--- src/rtl/dual_port_ram_if.sv ---
// Bus bundle for dual_port_ram: both ports' command/data signals plus the collision flag.
// Latency: none (wires only); the RAM registers its read data and collision flag.
// Backpressure: none; every port accepts a command on every clock.
interface dual_port_ram_if #(
  parameter int DATA_WIDTH = 8,
  parameter int ADDR_WIDTH = 4
);
  logic                  we_a;
  logic [ADDR_WIDTH-1:0] addr_a;
  logic [DATA_WIDTH-1:0] din_a;
  logic [DATA_WIDTH-1:0] dout_a;
  logic                  we_b;
  logic [ADDR_WIDTH-1:0] addr_b;
  logic [DATA_WIDTH-1:0] din_b;
  logic [DATA_WIDTH-1:0] dout_b;
  logic                  collision;

  // Requester side: issues commands, receives read data and the collision flag.
  modport master (
    output we_a, addr_a, din_a, we_b, addr_b, din_b,
    input  dout_a, dout_b, collision
  );

  // RAM side.
  modport slave (
    input  we_a, addr_a, din_a, we_b, addr_b, din_b,
    output dout_a, dout_b, collision
  );
endinterface

--- src/rtl/dual_port_ram.sv ---
// True dual-port read-first RAM, one clock; Port A wins same-address write collisions.
// Latency: 1 cycle for read data and for the collision flag. Optional macro DPRAM_COLLISION_STICKY_EN.
// Backpressure: none; both ports accept a read or write every cycle.
module dual_port_ram #(
  parameter int DATA_WIDTH = 8,
  parameter int ADDR_WIDTH = 4
) (
  input logic            clk,
  input logic            rst_n,
  dual_port_ram_if.slave bus
);

  localparam int DEPTH = 2 ** ADDR_WIDTH;

  // Storage is never reset; contents survive rst_n.
  logic [DATA_WIDTH-1:0] mem [DEPTH];

  // Both ports write the same word this cycle; Port B's write is dropped.
  logic hit;
  assign hit = bus.we_a & bus.we_b & (bus.addr_a == bus.addr_b);

  // Array writes; suppressed during reset, Port B gated off on a collision.
  always_ff @(posedge clk) begin
    if (rst_n) begin
      if (bus.we_a) begin
        mem[bus.addr_a] <= bus.din_a;
      end
      if (bus.we_b && !hit) begin
        mem[bus.addr_b] <= bus.din_b;
      end
    end
  end

  // Registered reads; nonblocking update of mem makes these read-first.
  always_ff @(posedge clk) begin
    if (!rst_n) begin
      bus.dout_a <= '0;
      bus.dout_b <= '0;
    end else begin
      bus.dout_a <= mem[bus.addr_a];
      bus.dout_b <= mem[bus.addr_b];
    end
  end

  // Collision flag: sticky until reset, or a one-cycle pulse by default.
  always_ff @(posedge clk) begin
    if (!rst_n) begin
      bus.collision <= 1'b0;
    end else begin
`ifdef DPRAM_COLLISION_STICKY_EN
      bus.collision <= bus.collision | hit;
`else
      bus.collision <= hit;
`endif
    end
  end

endmodule

--- src/flat_wrapper.sv ---
// flat-port wrapper written by rule: the top's interface ports become plain ports
module dual_port_ram_flat 
#(
  parameter int DATA_WIDTH = 8,
  parameter int ADDR_WIDTH = 4
)
  (clk, rst_n, bus_we_a, bus_addr_a, bus_din_a, bus_we_b, bus_addr_b, bus_din_b, bus_dout_a, bus_dout_b, bus_collision);
  dual_port_ram_if #(.DATA_WIDTH(DATA_WIDTH), .ADDR_WIDTH(ADDR_WIDTH)) bus_i ();
  input logic clk;
  input logic rst_n;
  input wire logic [$bits(bus_i.we_a)-1:0] bus_we_a;
  input wire logic [$bits(bus_i.addr_a)-1:0] bus_addr_a;
  input wire logic [$bits(bus_i.din_a)-1:0] bus_din_a;
  input wire logic [$bits(bus_i.we_b)-1:0] bus_we_b;
  input wire logic [$bits(bus_i.addr_b)-1:0] bus_addr_b;
  input wire logic [$bits(bus_i.din_b)-1:0] bus_din_b;
  output wire logic [$bits(bus_i.dout_a)-1:0] bus_dout_a;
  output wire logic [$bits(bus_i.dout_b)-1:0] bus_dout_b;
  output wire logic [$bits(bus_i.collision)-1:0] bus_collision;
  assign bus_i.we_a = bus_we_a;
  assign bus_i.addr_a = bus_addr_a;
  assign bus_i.din_a = bus_din_a;
  assign bus_i.we_b = bus_we_b;
  assign bus_i.addr_b = bus_addr_b;
  assign bus_i.din_b = bus_din_b;
  assign bus_dout_a = bus_i.dout_a;
  assign bus_dout_b = bus_i.dout_b;
  assign bus_collision = bus_i.collision;
  dual_port_ram #(.DATA_WIDTH(DATA_WIDTH), .ADDR_WIDTH(ADDR_WIDTH)) u_core (.clk(clk), .rst_n(rst_n), .bus(bus_i));
endmodule
--- config.mk ---
export PLATFORM = sky130hd
export DESIGN_NAME = dual_port_ram_flat
export DESIGN_NICKNAME = d
export VERILOG_FILES = /design/src/rtl/dual_port_ram_if.sv /design/src/rtl/dual_port_ram.sv /design/src/flat_wrapper.sv
export SDC_FILE = /design/constraint.sdc
export NUM_CORES = 1
export LEC_CHECK = 0
export CAP_MARGIN = 20
export CELL_PAD_IN_SITES_DETAIL_PLACEMENT = 0
export CELL_PAD_IN_SITES_GLOBAL_PLACEMENT = 1
export CORE_UTILIZATION = 50
export CTS_BUF_LIST = sky130_fd_sc_hd__clkbuf_8
export DETAILED_ROUTE_END_ITERATION = 12
export GPL_ROUTABILITY_DRIVEN = 0
export PLACE_DENSITY = 0.83
export SYNTH_ARGS = -nofsm -noshare
export SYNTH_HDL_FRONTEND = slang
export SYNTH_SLANG_ARGS = --single-unit
--- constraint.sdc ---
create_clock -name clk -period 2.95 [get_ports clk]
set_input_delay 0.4425 -clock clk [delete_from_list [all_inputs] [get_ports clk]]
set_output_delay 0.4425 -clock clk [all_outputs]
set_load 0.1 [all_outputs]
== Word level (Yosys, flattened, before mapping) ==
Memories as Yosys holds them, arrays and structs flattened. A register that Yosys moved wholly into a read port is not among the register bits.
Cells that the tools add are included.
Widths: inputs -> output; s select.
Operators by class
  muxes and demuxes: 6
  eq/ne operators: 1
  bitwise operators: 2
  reductions and logical operators: 4
Operators with widths (number)
  $mux 1: 6
  $eq 4x4->1: 1
  $logic_not 1->1: 3
  $and 1x1->1: 2
  $logic_and 1x1->1: 1
Word-level totals
  memories: 1
  output and inout bits: 17
  word-level logic and storage cells: 15
  register bits: 1
  RAM bits: 128
Memories
  u_core.mem: words 16, width 8, rd ports 2, clocked after memory_dff 2, write ports 2, line dual_port_ram.sv:16  | logic [DATA_WIDTH-1:0] mem [DEPTH];

== Longest topological paths before layout ==
  word-level depth: 7
  depth in mapped cells: 7
  gate-level depth less buffers: 4

== Worst setup path before layout ==
Ideal clock, no wire load.
  kind: input to register
  start: input port bus_addr_a[3]
  end: memory u_core.mem[15][0] (enable)
  cell stages on the path: 4
  path slack: 501 ps
  arrival: 2065 ps
  buffers on the path: 2
  cells stage by stage: buf_1 > buf_1 > nand4_1 > o21ai_0
RTL lines
  start, declared: line flat_wrapper.sv:12  | input wire logic [$bits(bus_i.addr_a)-1:0] bus_addr_a;
  end, declared: line dual_port_ram.sv:16

==> run_results.csv <==
group,metric,value,unit
final_layout,nFillCells,1228,
power,peakVddDrop,0.281,mV
final_layout,syn2layout_area_growth,16.4,%
power,leakage,3.17,nW
yosys,synth-async-reset-ratio,0,%
grt,grt_pass1_vias,5365,
yosys,ys_warn_count,0,
die,die_x,130,um
final_layout,fin_area,0.00953,mm2
yosys,synth_area_per_cell,16.1,um2
grt,grt_max_degree,34,
route,num_vias,5277,
sta,rsz0062_at_grt,"no",
setup_path,cp-start-kind,"input pin",
sta,fin_crit,2.54,ns
yosys,synthDistinctLibCells,35,
clock_network,clk_pin_slew,0.09,ns
final_layout,stdcell_count,809,
clock_network,cts_inserted_buffers,17,
yosys,synth-edff-count,128,
worst_hold_path,hold_depth,3,
yosys,syn_inst,509,
power,netSwitchingFraction,25.8,%
route,initialDrtViolationCount,704,
route,wl_per_cell,27.6,um
final_layout,layout-drive-gt1-share,53.0,%
die,num_rows,46,
clock_network,clock-root-buffer,"clkbuf_8",
setup_path,critPathLaunch,"bus_addr_a[1]",
placed_design,portBuffers,44,
setup_path,path_class,"in2reg",
sta,setup_viol,0,
clock_network,cts.hold.buffers_added,0,
setup_path,ff2ff_path_depth,3,
die,core,0.0159,mm2
worst_hold_path,min-delay-start,"u_core.mem[2][3]",
sta,fin_skew,0.0101,ns
power,pwr-share-clk,37.3,%
route,via_per_inst,6.52,
power,pwr-share-comb,14.9,%
grt,grt_usage,28.4,%
die,die_y,130,um
grt,grt_first_pass_wirelength,32900,um
clock_network,insertion_delay,0.46,ns
route,firstDrtPassIters,5,
clock_network,cts.sinks,145,
yosys,ys_ff_latch,145,
setup_path,regToRegStartpoint,"u_core.mem[0][2]",
placed_design,dpl_cell_area,0.00907,mm2
placed_design,placed_cells_incl_taps,777,
yosys,ys.flop_type,"edfxtp_1",
power,p_seq_share,47.8,%
final_layout,antenna_cells,0,
sta,hold_viol,0,
grt,grt_antenna_before_repair,0,
worst_hold_path,hp-class,"reg2reg",
clock_network,cts_buffer_depth,2,
flow_run,max_cap_violations,0,
clock_network,cts_setup_buffers,0,
die,start_util,51.4,%
yosys,synth_nets,537,
sta,fin_crit_sh,86.0,%
clock_network,cts-htree-levels,4,
yosys,syn_area,0.00819,mm2
clock_network,cts_tree,"done",
die,ioPinCount,45,
power,p_switching,0.00125,W
placed_design,dp_slack,-0.00896,ns
sta,slew_violations,0,
sta,slew_headroom,26.2,%
outcome,status,"completed",
sta,setup_ws,0.413,ns
setup_path,cp.required,3.17,ns
setup_path,worstPathMaxFanout,17,
route,drc,0,
setup_path,crit_arrival,2.76,ns
yosys,ys_seq_area_share,51.1,%
route,routed_wl,22300,um
clock_network,cts_resized,0,
route,ant_nets,0,
placed_design,hpwlAfterDp,14900,um
power,p_int,0.00361,W
grt,grt_overflow,0,
power,pwr_density_cell,510,mW/mm2
die,dieArea,0.0169,mm2
final_layout,mostFrequentLayoutCells,"mux2_2, edfxtp_1, buf_4",
sta,worst_pin_slew,1.10,ns
sta,fmax,394,MHz
final_layout,final_nets,608,
setup_path,end_kind,"flip-flop",
[routing by layer]
metal / track usage [%] / share of wire [%]
met5: 0 / 0
met4: 11.6 / 2.7
met3: 5.95 / 8.5
met2: 45.0 / 48
met1: 38.4 / 41
[stage by stage]
stage | power, W | hold slack [ns] | util (%) | setup TNS [ns]
floorplan | 0.00287 | 0.662 | - | 0
global placement | 0.00307 | 0.695 | 56.9 | 0
detailed placement | 0.00309 | 0.695 | 56.9 | -0.0511
CTS | 0.00488 | 0.697 | 59.8 | 0
global route | 0.00500 | 0.752 | 59.8 | 0
finish | 0.00486 | 0.725 | 59.8 | 0
[worst paths after layout]
path	to	slack, ns
setup / recovery	u_core.mem[14][0]	0.41
hold / removal	u_core.bus.dout_a[3]	0.73
setup reg to reg	u_core.bus.dout_b[2]	1.40
hold reg to reg	u_core.bus.dout_a[3]	0.73
[synthesized netlist by cell type, types with 4 or more instances]
library cell | instances | area, um2
o21bai_1 | 15 | 113
buf_2 | 12 | 60.1
o21ai_0 | 17 | 85.1
mux2_2 | 128 | 1440
nand2_1 | 17 | 63.8
buf_1 | 14 | 52.6
a21oi_2 | 14 | 123
mux2i_1 | 16 | 160
dfxtp_1 | 17 | 340
edfxtp_1 | 128 | 3840
clkbuf_1 | 14 | 52.6
mux4_2 | 64 | 1440
nand3_1 | 4 | 20.0
a22oi_1 | 16 | 120
[area by class of cell]
| type | count | area (um2) | area share [%] |
|---|---|---|---|
| Timing Repair Buffer | 96 | 811 | 8.51 |
| Tap cell | 216 | 270 | 2.84 |
| Clock inverter | 14 | 210 | 2.21 |
| Inverter | 1 | 3.75 | 0.0394 |
| Clock buffer | 18 | 248 | 2.60 |
| Sequential cell | 145 | 4180 | 43.9 |
| Multi-Input combinational cell | 319 | 3800 | 39.9 |
[power groups by stage]
stage	logic (W)	clock network (W)	registers, W
floorplan	0.000362	0	0.00251
global placement	0.000708	0	0.00236
detailed placement	0.000721	0	0.00237
CTS	0.000724	0.00183	0.00232
global route	0.000761	0.00191	0.00233
finish	0.000727	0.00181	0.00232
[state kept, by name, summed over array words and instances, names as in the netlist]
signal,cells
u_core.bus.dout_a,8
u_core.bus.dout_b,8
u_core.mem,128
u_core.bus.collision,1
[worst max-delay path: stages]
cell             delay [ns]
clkdlybuf4s50_1        0.45
xor2_1                 0.19
nor3_4                 0.83
a21oi_2                0.22
o21bai_1               0.37
buf_4                  0.26
[cells by family (layout without fill, tap and decap cells)]
logic type / Yosys count / after routing / share of synthesized area [%]
xor+xnor: 4 / 4 / 0.428
simple gates: 43 / 43 / 3.06
flops: 145 / 145 / 51.1
buf+inv: 45 / 129 / 2.47
compound gates: 64 / 64 / 5.81
mux: 208 / 208 / 37.2
No activity file was read; power rests on OpenSTA's default activity.
